**src/rtl/flags_ctrl_pkg.sv**
```systemverilog
// Shared types for the FLAGS sequencing controller: op codes, FSM states, strobe bundle.
package flags_ctrl_pkg;

  typedef enum logic [3:0] {
    NOP   = 4'd0,
    LD_CZ = 4'd1,
    LD_Z  = 4'd2,
    LD_C  = 4'd3,
    SET_C = 4'd4,
    CLR_C = 4'd5,
    SEI   = 4'd6,
    CLI   = 4'd7,
    RETID = 4'd8,
    RETIE = 4'd9
  } flg_op_t;

  typedef enum logic [2:0] {
    IDLE     = 3'd0,
    INT_SAVE = 3'd1,
    INT_CLR  = 3'd2,
    INT_ACK  = 3'd3,
    RESTORE  = 3'd4
  } fsm_state_t;

  typedef struct packed {
    logic c_set;
    logic c_clr;
    logic c_ld;
    logic z_ld;
    logic ld_sel;
    logic shad_ld;
  } flg_strobes_t;

  localparam flg_strobes_t STROBES_NONE = '0;

endpackage

```
**src/rtl/flags_ctrl_if.sv**
```systemverilog
// Bundle between the control unit (master) and the flags sequencing controller (slave).
interface flags_ctrl_if;
  import flags_ctrl_pkg::*;

  logic    INSTR_VALID;
  flg_op_t FLG_OP;
  logic    INTR;
  logic    FLG_C_SET;
  logic    FLG_C_CLR;
  logic    FLG_C_LD;
  logic    FLG_Z_LD;
  logic    FLG_LD_SEL;
  logic    FLG_SHAD_LD;
  logic    I_FLG;
  logic    INTR_ACK;
  logic    BUSY;
  logic    PROTO_ERR;

  modport master (
    output INSTR_VALID, FLG_OP, INTR,
    input  FLG_C_SET, FLG_C_CLR, FLG_C_LD, FLG_Z_LD, FLG_LD_SEL, FLG_SHAD_LD,
    input  I_FLG, INTR_ACK, BUSY, PROTO_ERR
  );

  modport slave (
    input  INSTR_VALID, FLG_OP, INTR,
    output FLG_C_SET, FLG_C_CLR, FLG_C_LD, FLG_Z_LD, FLG_LD_SEL, FLG_SHAD_LD,
    output I_FLG, INTR_ACK, BUSY, PROTO_ERR
  );

endinterface

```
**src/rtl/flags_ctrl_op_decode.sv**
```systemverilog
// Combinational decode of a flag op code into FLAGS strobes (I-flag and return ops raise none).
module flags_op_decode
  import flags_ctrl_pkg::*;
(
  input  flg_op_t      op,
  output flg_strobes_t strb
);

  // Map each op to its strobe set; unassigned codes behave as NOP.
  always_comb begin
    strb = STROBES_NONE;
    case (op)
      LD_CZ: begin
        strb.c_ld = 1'b1;
        strb.z_ld = 1'b1;
      end
      LD_Z:    strb.z_ld  = 1'b1;
      LD_C:    strb.c_ld  = 1'b1;
      SET_C:   strb.c_set = 1'b1;
      CLR_C:   strb.c_clr = 1'b1;
      default: strb = STROBES_NONE;
    endcase
  end

endmodule

```
**src/rtl/flags_ctrl.sv**
```systemverilog
// Flags sequencing controller: per-instruction strobes, interrupt save/ack, and return restore.
module flags_ctrl
  import flags_ctrl_pkg::*;
#(
  parameter bit          INT_CLR_C  = 1'b1,
  parameter int unsigned ACK_CYCLES = 1
) (
  input logic         CLK,
  input logic         RST_N,
  flags_ctrl_if.slave bus
);

  localparam logic [2:0] ST_IDLE     = IDLE;
  localparam logic [2:0] ST_INT_SAVE = INT_SAVE;
  localparam logic [2:0] ST_INT_CLR  = INT_CLR;
  localparam logic [2:0] ST_INT_ACK  = INT_ACK;
  localparam logic [2:0] ST_RESTORE  = RESTORE;

  logic [2:0]   state;
  logic [2:0]   state_nxt;
  logic [3:0]   ack_cnt;
  logic         i_flg;
  logic         proto_err;
  logic         op_take;
  logic         op_ret;
  flg_strobes_t dec_strb;
  flg_strobes_t strb;

  flags_op_decode u_decode (
    .op   (bus.FLG_OP),
    .strb (dec_strb)
  );

  // An op is only honoured in IDLE; anything offered while busy is dropped.
  assign op_take = bus.INSTR_VALID && (state == ST_IDLE);
  assign op_ret  = op_take && ((bus.FLG_OP == RETID) || (bus.FLG_OP == RETIE));

  // Strobes: decoder output in IDLE, fixed sequence strobes elsewhere.
  always_comb begin
    strb = STROBES_NONE;
    case (state)
      ST_IDLE:     if (bus.INSTR_VALID) strb = dec_strb;
      ST_INT_SAVE: strb.shad_ld = 1'b1;
      ST_INT_CLR:  strb.c_clr = INT_CLR_C;
      ST_RESTORE: begin
        strb.ld_sel = 1'b1;
        strb.c_ld   = 1'b1;
        strb.z_ld   = 1'b1;
      end
      default:     strb = STROBES_NONE;
    endcase
  end

  // Next state: a return op outranks interrupt acceptance; acceptance uses registered I_FLG.
  always_comb begin
    state_nxt = state;
    case (state)
      ST_IDLE: begin
        if (op_ret)                    state_nxt = ST_RESTORE;
        else if (bus.INTR && i_flg)    state_nxt = ST_INT_SAVE;
      end
      ST_INT_SAVE: state_nxt = ST_INT_CLR;
      ST_INT_CLR:  state_nxt = ST_INT_ACK;
      ST_INT_ACK:  if (ack_cnt == 4'd0) state_nxt = ST_IDLE;
      ST_RESTORE:  state_nxt = ST_IDLE;
      default:     state_nxt = ST_IDLE;
    endcase
  end

  // Control registers: state, ack countdown, interrupt enable, sticky protocol error.
  always_ff @(posedge CLK or negedge RST_N) begin
    if (!RST_N) begin
      state     <= ST_IDLE;
      ack_cnt   <= 4'd0;
      i_flg     <= 1'b0;
      proto_err <= 1'b0;
    end else begin
      state <= state_nxt;

      if (state == ST_INT_CLR)
        ack_cnt <= 4'(ACK_CYCLES - 1);
      else if ((state == ST_INT_ACK) && (ack_cnt != 4'd0))
        ack_cnt <= ack_cnt - 4'd1;

      if (op_take) begin
        case (bus.FLG_OP)
          SEI:     i_flg <= 1'b1;
          CLI:     i_flg <= 1'b0;
          RETID:   i_flg <= 1'b0;
          RETIE:   i_flg <= 1'b1;
          default: i_flg <= i_flg;
        endcase
      end else if (state == ST_INT_SAVE) begin
        i_flg <= 1'b0;
      end

      if (bus.INSTR_VALID && (state != ST_IDLE))
        proto_err <= 1'b1;
    end
  end

  assign bus.FLG_C_SET   = strb.c_set;
  assign bus.FLG_C_CLR   = strb.c_clr;
  assign bus.FLG_C_LD    = strb.c_ld;
  assign bus.FLG_Z_LD    = strb.z_ld;
  assign bus.FLG_LD_SEL  = strb.ld_sel;
  assign bus.FLG_SHAD_LD = strb.shad_ld;
  assign bus.I_FLG       = i_flg;
  assign bus.INTR_ACK    = (state == ST_INT_ACK);
  assign bus.BUSY        = (state != ST_IDLE);
  assign bus.PROTO_ERR   = proto_err;

endmodule

```
**src/flat_wrapper.sv**
```systemverilog
// flat-port wrapper written by rule: the top's interface ports become plain ports
module flags_ctrl_flat import flags_ctrl_pkg::*;
#(
  parameter bit          INT_CLR_C  = 1'b1,
  parameter int unsigned ACK_CYCLES = 1
)
  (CLK, RST_N, bus_INSTR_VALID, bus_FLG_OP, bus_INTR, bus_FLG_C_SET, bus_FLG_C_CLR, bus_FLG_C_LD, bus_FLG_Z_LD, bus_FLG_LD_SEL, bus_FLG_SHAD_LD, bus_I_FLG, bus_INTR_ACK, bus_BUSY, bus_PROTO_ERR);
  flags_ctrl_if bus_i ();
  input logic CLK;
  input logic RST_N;
  input wire logic [$bits(bus_i.INSTR_VALID)-1:0] bus_INSTR_VALID;
  input wire logic [$bits(bus_i.FLG_OP)-1:0] bus_FLG_OP;
  input wire logic [$bits(bus_i.INTR)-1:0] bus_INTR;
  output wire logic [$bits(bus_i.FLG_C_SET)-1:0] bus_FLG_C_SET;
  output wire logic [$bits(bus_i.FLG_C_CLR)-1:0] bus_FLG_C_CLR;
  output wire logic [$bits(bus_i.FLG_C_LD)-1:0] bus_FLG_C_LD;
  output wire logic [$bits(bus_i.FLG_Z_LD)-1:0] bus_FLG_Z_LD;
  output wire logic [$bits(bus_i.FLG_LD_SEL)-1:0] bus_FLG_LD_SEL;
  output wire logic [$bits(bus_i.FLG_SHAD_LD)-1:0] bus_FLG_SHAD_LD;
  output wire logic [$bits(bus_i.I_FLG)-1:0] bus_I_FLG;
  output wire logic [$bits(bus_i.INTR_ACK)-1:0] bus_INTR_ACK;
  output wire logic [$bits(bus_i.BUSY)-1:0] bus_BUSY;
  output wire logic [$bits(bus_i.PROTO_ERR)-1:0] bus_PROTO_ERR;
  assign bus_i.INSTR_VALID = bus_INSTR_VALID;
  assign bus_i.FLG_OP = bus_FLG_OP;
  assign bus_i.INTR = bus_INTR;
  assign bus_FLG_C_SET = bus_i.FLG_C_SET;
  assign bus_FLG_C_CLR = bus_i.FLG_C_CLR;
  assign bus_FLG_C_LD = bus_i.FLG_C_LD;
  assign bus_FLG_Z_LD = bus_i.FLG_Z_LD;
  assign bus_FLG_LD_SEL = bus_i.FLG_LD_SEL;
  assign bus_FLG_SHAD_LD = bus_i.FLG_SHAD_LD;
  assign bus_I_FLG = bus_i.I_FLG;
  assign bus_INTR_ACK = bus_i.INTR_ACK;
  assign bus_BUSY = bus_i.BUSY;
  assign bus_PROTO_ERR = bus_i.PROTO_ERR;
  flags_ctrl #(.INT_CLR_C(INT_CLR_C), .ACK_CYCLES(ACK_CYCLES)) u_core (.CLK(CLK), .RST_N(RST_N), .bus(bus_i));
endmodule
```
**config.mk**
```make
export PLATFORM = sky130hd
export DESIGN_NAME = flags_ctrl_flat
export DESIGN_NICKNAME = d
export VERILOG_FILES = /design/src/rtl/flags_ctrl_pkg.sv /design/src/rtl/flags_ctrl_if.sv /design/src/rtl/flags_ctrl_op_decode.sv /design/src/rtl/flags_ctrl.sv /design/src/flat_wrapper.sv
export SDC_FILE = /design/constraint.sdc
export NUM_CORES = 1
export LEC_CHECK = 0
export ABC_CLOCK_PERIOD_IN_PS = 1500
export CAP_MARGIN = 20
export CORE_UTILIZATION = 42
export DETAILED_ROUTE_END_ITERATION = 16
export PLACE_DENSITY = 0.86
export SLEW_MARGIN = 20
export SYNTH_ARGS = -nofsm -noshare
export SYNTH_HDL_FRONTEND = slang
export SYNTH_HIERARCHICAL = 1
export SYNTH_SLANG_ARGS = --single-unit
```
**constraint.sdc**
```tcl
create_clock -name CLK -period 1.5 [get_ports CLK]
set_input_delay 0.3 -clock CLK [delete_from_list [all_inputs] [get_ports CLK]]
set_output_delay 0.3 -clock CLK [all_outputs]
set_load 0.05 [all_outputs]
```
==> run_results.csv <==
group,metric,value,unit
run_status,status,"finished with violations",
run_status,violations,"negative setup slack",
min_path,min_path_type,"in2async",
sta,hold_viol_final,0,
sta,setup_ws,-0.1902,ns
yosys,synth.cell_area,675.6,um^2
yosys,yosysWarningCount,6,
routing,drt_wl_total,1871,um
die,start_util,44.85,%
setup_path,cp.required,1.20,ns
sta,period_share,112.7,%
die,core_region_area,0.001506,mm^2
clock_network,path_clk_slew,0.07,ns
cells_and_area,area_delta_synth_final,74.07,%
sta,rsz0062_at_grt,"true",
sta,fmax,591.6,MHz
clock_network,cts-root-buf,"clkbuf_4",
placed_design,port-buffer-count,17,
grt,antenna_found_initial,0,
sta,fin_crit,1.690,ns
routing,via_per_inst,5.323,
cells_and_area,antenna_cells,0,
placed_design,place_hpwl,1236,um
cells_and_area,fin_nets,119,
power,ir_drop,0.8197,mV
grt,grt_pass1_vias,602,
yosys,synth_cell_types,29,
placed_design,pre_cts_ws,-0.3013,ns
yosys,yosysSeqAreaShare,33.33,%
clock_network,clock_path_buffers,2,
cells_and_area,mostFrequentLayoutCells,"buf_4 (14), buf_12 (8), dfrtp_1 (7), nor2_1 (6), nand2_1 (6)",
sta,slew_violations,0,
cells_and_area,fin_util,78.07,%
routing,first_pass_iters,4,
routing,drc,0,
power,p_per_area,1524,mW/mm^2
die,die_y,42.11,um
routing,detail_route.wl_per_cell,15.09,um
clock_network,cts_num_sinks,9,
clock_network,insertion_delay,0.27,ns
job,maxCapViolations,0,
grt,grt_start_max_net_pins,10,
clock_network,cts-htree-levels,1,
grt,gr-usage-all-layers,19.62,%
sta,fin_skew,0.002662,ns
sta,fin_hold_ws,0.3238,ns
cells_and_area,drive_gt1_share,56.48,%
die,die_w,42.11,um
setup_path,worstPathMaxFanout,4,
grt,grt_first_pass_wirelength,2677,um
routing,drtAntennaViolNets,0,
cells_and_area,fillCellCount,93,
routing,drtIter0Drc,2,
placed_design,gp_congestion,0.7913,
yosys,synth-seq-cells,9,
clock_network,cts_tree,"built",
yosys,synth_area_per_cell,9.130,um^2
cells_and_area,layout_commonest_cell,"buf_4",
die,die_area,0.001773,mm^2
setup_path,critPathArrivalTime,1.39,ns
sta,setup_viol,9,
die,io_pins,18,
yosys,syn_inst,74,
clock_network,cts_buffers,3,
routing,dr_total_vias,660,
setup_path,criticalPathCategory,"reg2out",
power,p_leak,0.5176,nW
die,rows,14,
setup_path,end_kind,"primary output",
grt,grt_overflow,0,
setup_path,critPathLaunchType,"register",
-- power breakdown --
group          total [W]  switching [W]  internal [W]
logic            0.00125       0.000688      0.000563
registers       0.000339      0.0000553      0.000284
clock network   0.000202       0.000103     0.0000989
-- repair_timing --
item / 4_1_cts / 5_1_grt
setup buffers: 2 / 3
pin swaps: 7 / 7
hold buffers: 0 / 0
setup endpoints to repair: 8 / 14
resized for setup: 20 / 16
-- cells by family (layout without fill, tap and decap cells) --
family / count (synthesis) / count (layout) / synth area share, %
AOI/OAI and AO/OA: 12 / 12 / 11.67
DFF: 9 / 9 / 33.33
adders and majority gates: 2 / 2 / 3.703
buffers and inverters: 8 / 41 / 8.333
and+or+nand+nor: 36 / 36 / 34.08
other: 1 / 2 / 0.5550
muxes: 3 / 3 / 4.445
xor gates and xnor gates: 3 / 3 / 3.890
-- state kept, by name, summed over array words and instances, names as in the netlist --
name and flops:
u_core/bus.I_FLG 1, u_core/state 3, u_core/ack_cnt 4, u_core/bus.PROTO_ERR 1
-- layout make-up --
class	count	area [um^2]	area share (%)
clock buffer	3	22.52	1.915
clock inverter	1	5.005	0.4255
inverter	3	11.26	0.9574
multi-input combinational	58	495.5	42.13
sequential	9	227.7	19.36
tap	16	20.02	1.702
timing repair buffer	34	394.1	33.51
-- through the flow --
step	cell area, um^2	power [W]	instances	TNS (ns)
2_1_floorplan	703.2	0.0009541	75	-0.2747
3_3_place_gp	1033	0.001388	116	-1.199
3_5_place_dp	1033	0.001410	116	-1.481
4_1_cts	1101	0.001666	122	-1.056
5_1_grt	1176	0.001871	124	-1.690
6_report	1176	0.001792	124	-1.110
-- synthesized netlist by cell type --
library cell / count / share of area (%)
o21ai_1: 1 / 0.74
or3b_4: 1 / 1.7
nand2b_1: 2 / 1.9
nand4b_1: 1 / 1.3
a21oi_1: 8 / 5.9
mux2i_1: 3 / 4.4
nor3_2: 2 / 3.0
nor3_1: 7 / 5.2
nor3_4: 1 / 2.4
and2_4: 1 / 1.3
dfrtp_1: 9 / 33
and2_1: 1 / 0.93
buf_4: 3 / 3.3
xor2_1: 2 / 2.6
ha_1: 2 / 3.7
a21o_1: 1 / 1.1
or3_1: 1 / 0.93
and3b_4: 1 / 1.9
buf_6: 2 / 3.3
nor2_1: 7 / 3.9
nand2_1: 7 / 3.9
xnor2_1: 1 / 1.3
inv_1: 3 / 1.7
nor4b_4: 1 / 3.5
conb_1: 1 / 0.56
a221oi_2: 1 / 2.2
a21boi_2: 1 / 1.7
nand2_2: 1 / 0.93
nand3_1: 2 / 1.5
-- worst paths after layout --
check | from | endpoint | slack [ns] | depth (start not counted)
setup / recovery | u_core/state[0]$_DFFE_PN0P_ | bus_FLG_C_SET | -0.19 | 3
min in group CLK | bus_FLG_OP[1] | u_core/state[2]$_DFFE_PN0P_ | 0.38 | 3
setup reg to reg | u_core/state[2]$_DFFE_PN0P_ | u_core/ack_cnt[2]$_DFFE_PN0P_ | -0.02 | 6
max in group asynchronous | RST_N | u_core/state[0]$_DFFE_PN0P_ | 0.86 | 1
hold reg to reg | u_core/bus.PROTO_ERR$_DFFE_PN0P_ | u_core/bus.PROTO_ERR$_DFFE_PN0P_ | 0.54 | 1
hold / removal | RST_N | u_core/bus.PROTO_ERR$_DFFE_PN0P_ | 0.32 | 1
-- worst max-delay path, cell delays in order, from the launching register on --
cell and delay (ns):
dfrtp_2 0.43, nor4b_4 0.33, and2_2 0.22, buf_12 0.13
-- metal layers --
metal	track usage (%)	vias to the layer above	routed length, um
met3	3.879	5	31
li1	-	319	-
met2	32.81	10	942
met1	26.65	326	861
met4	3.750	0	35
met5	0	-	0
Power figures use the tool's default switching activity.
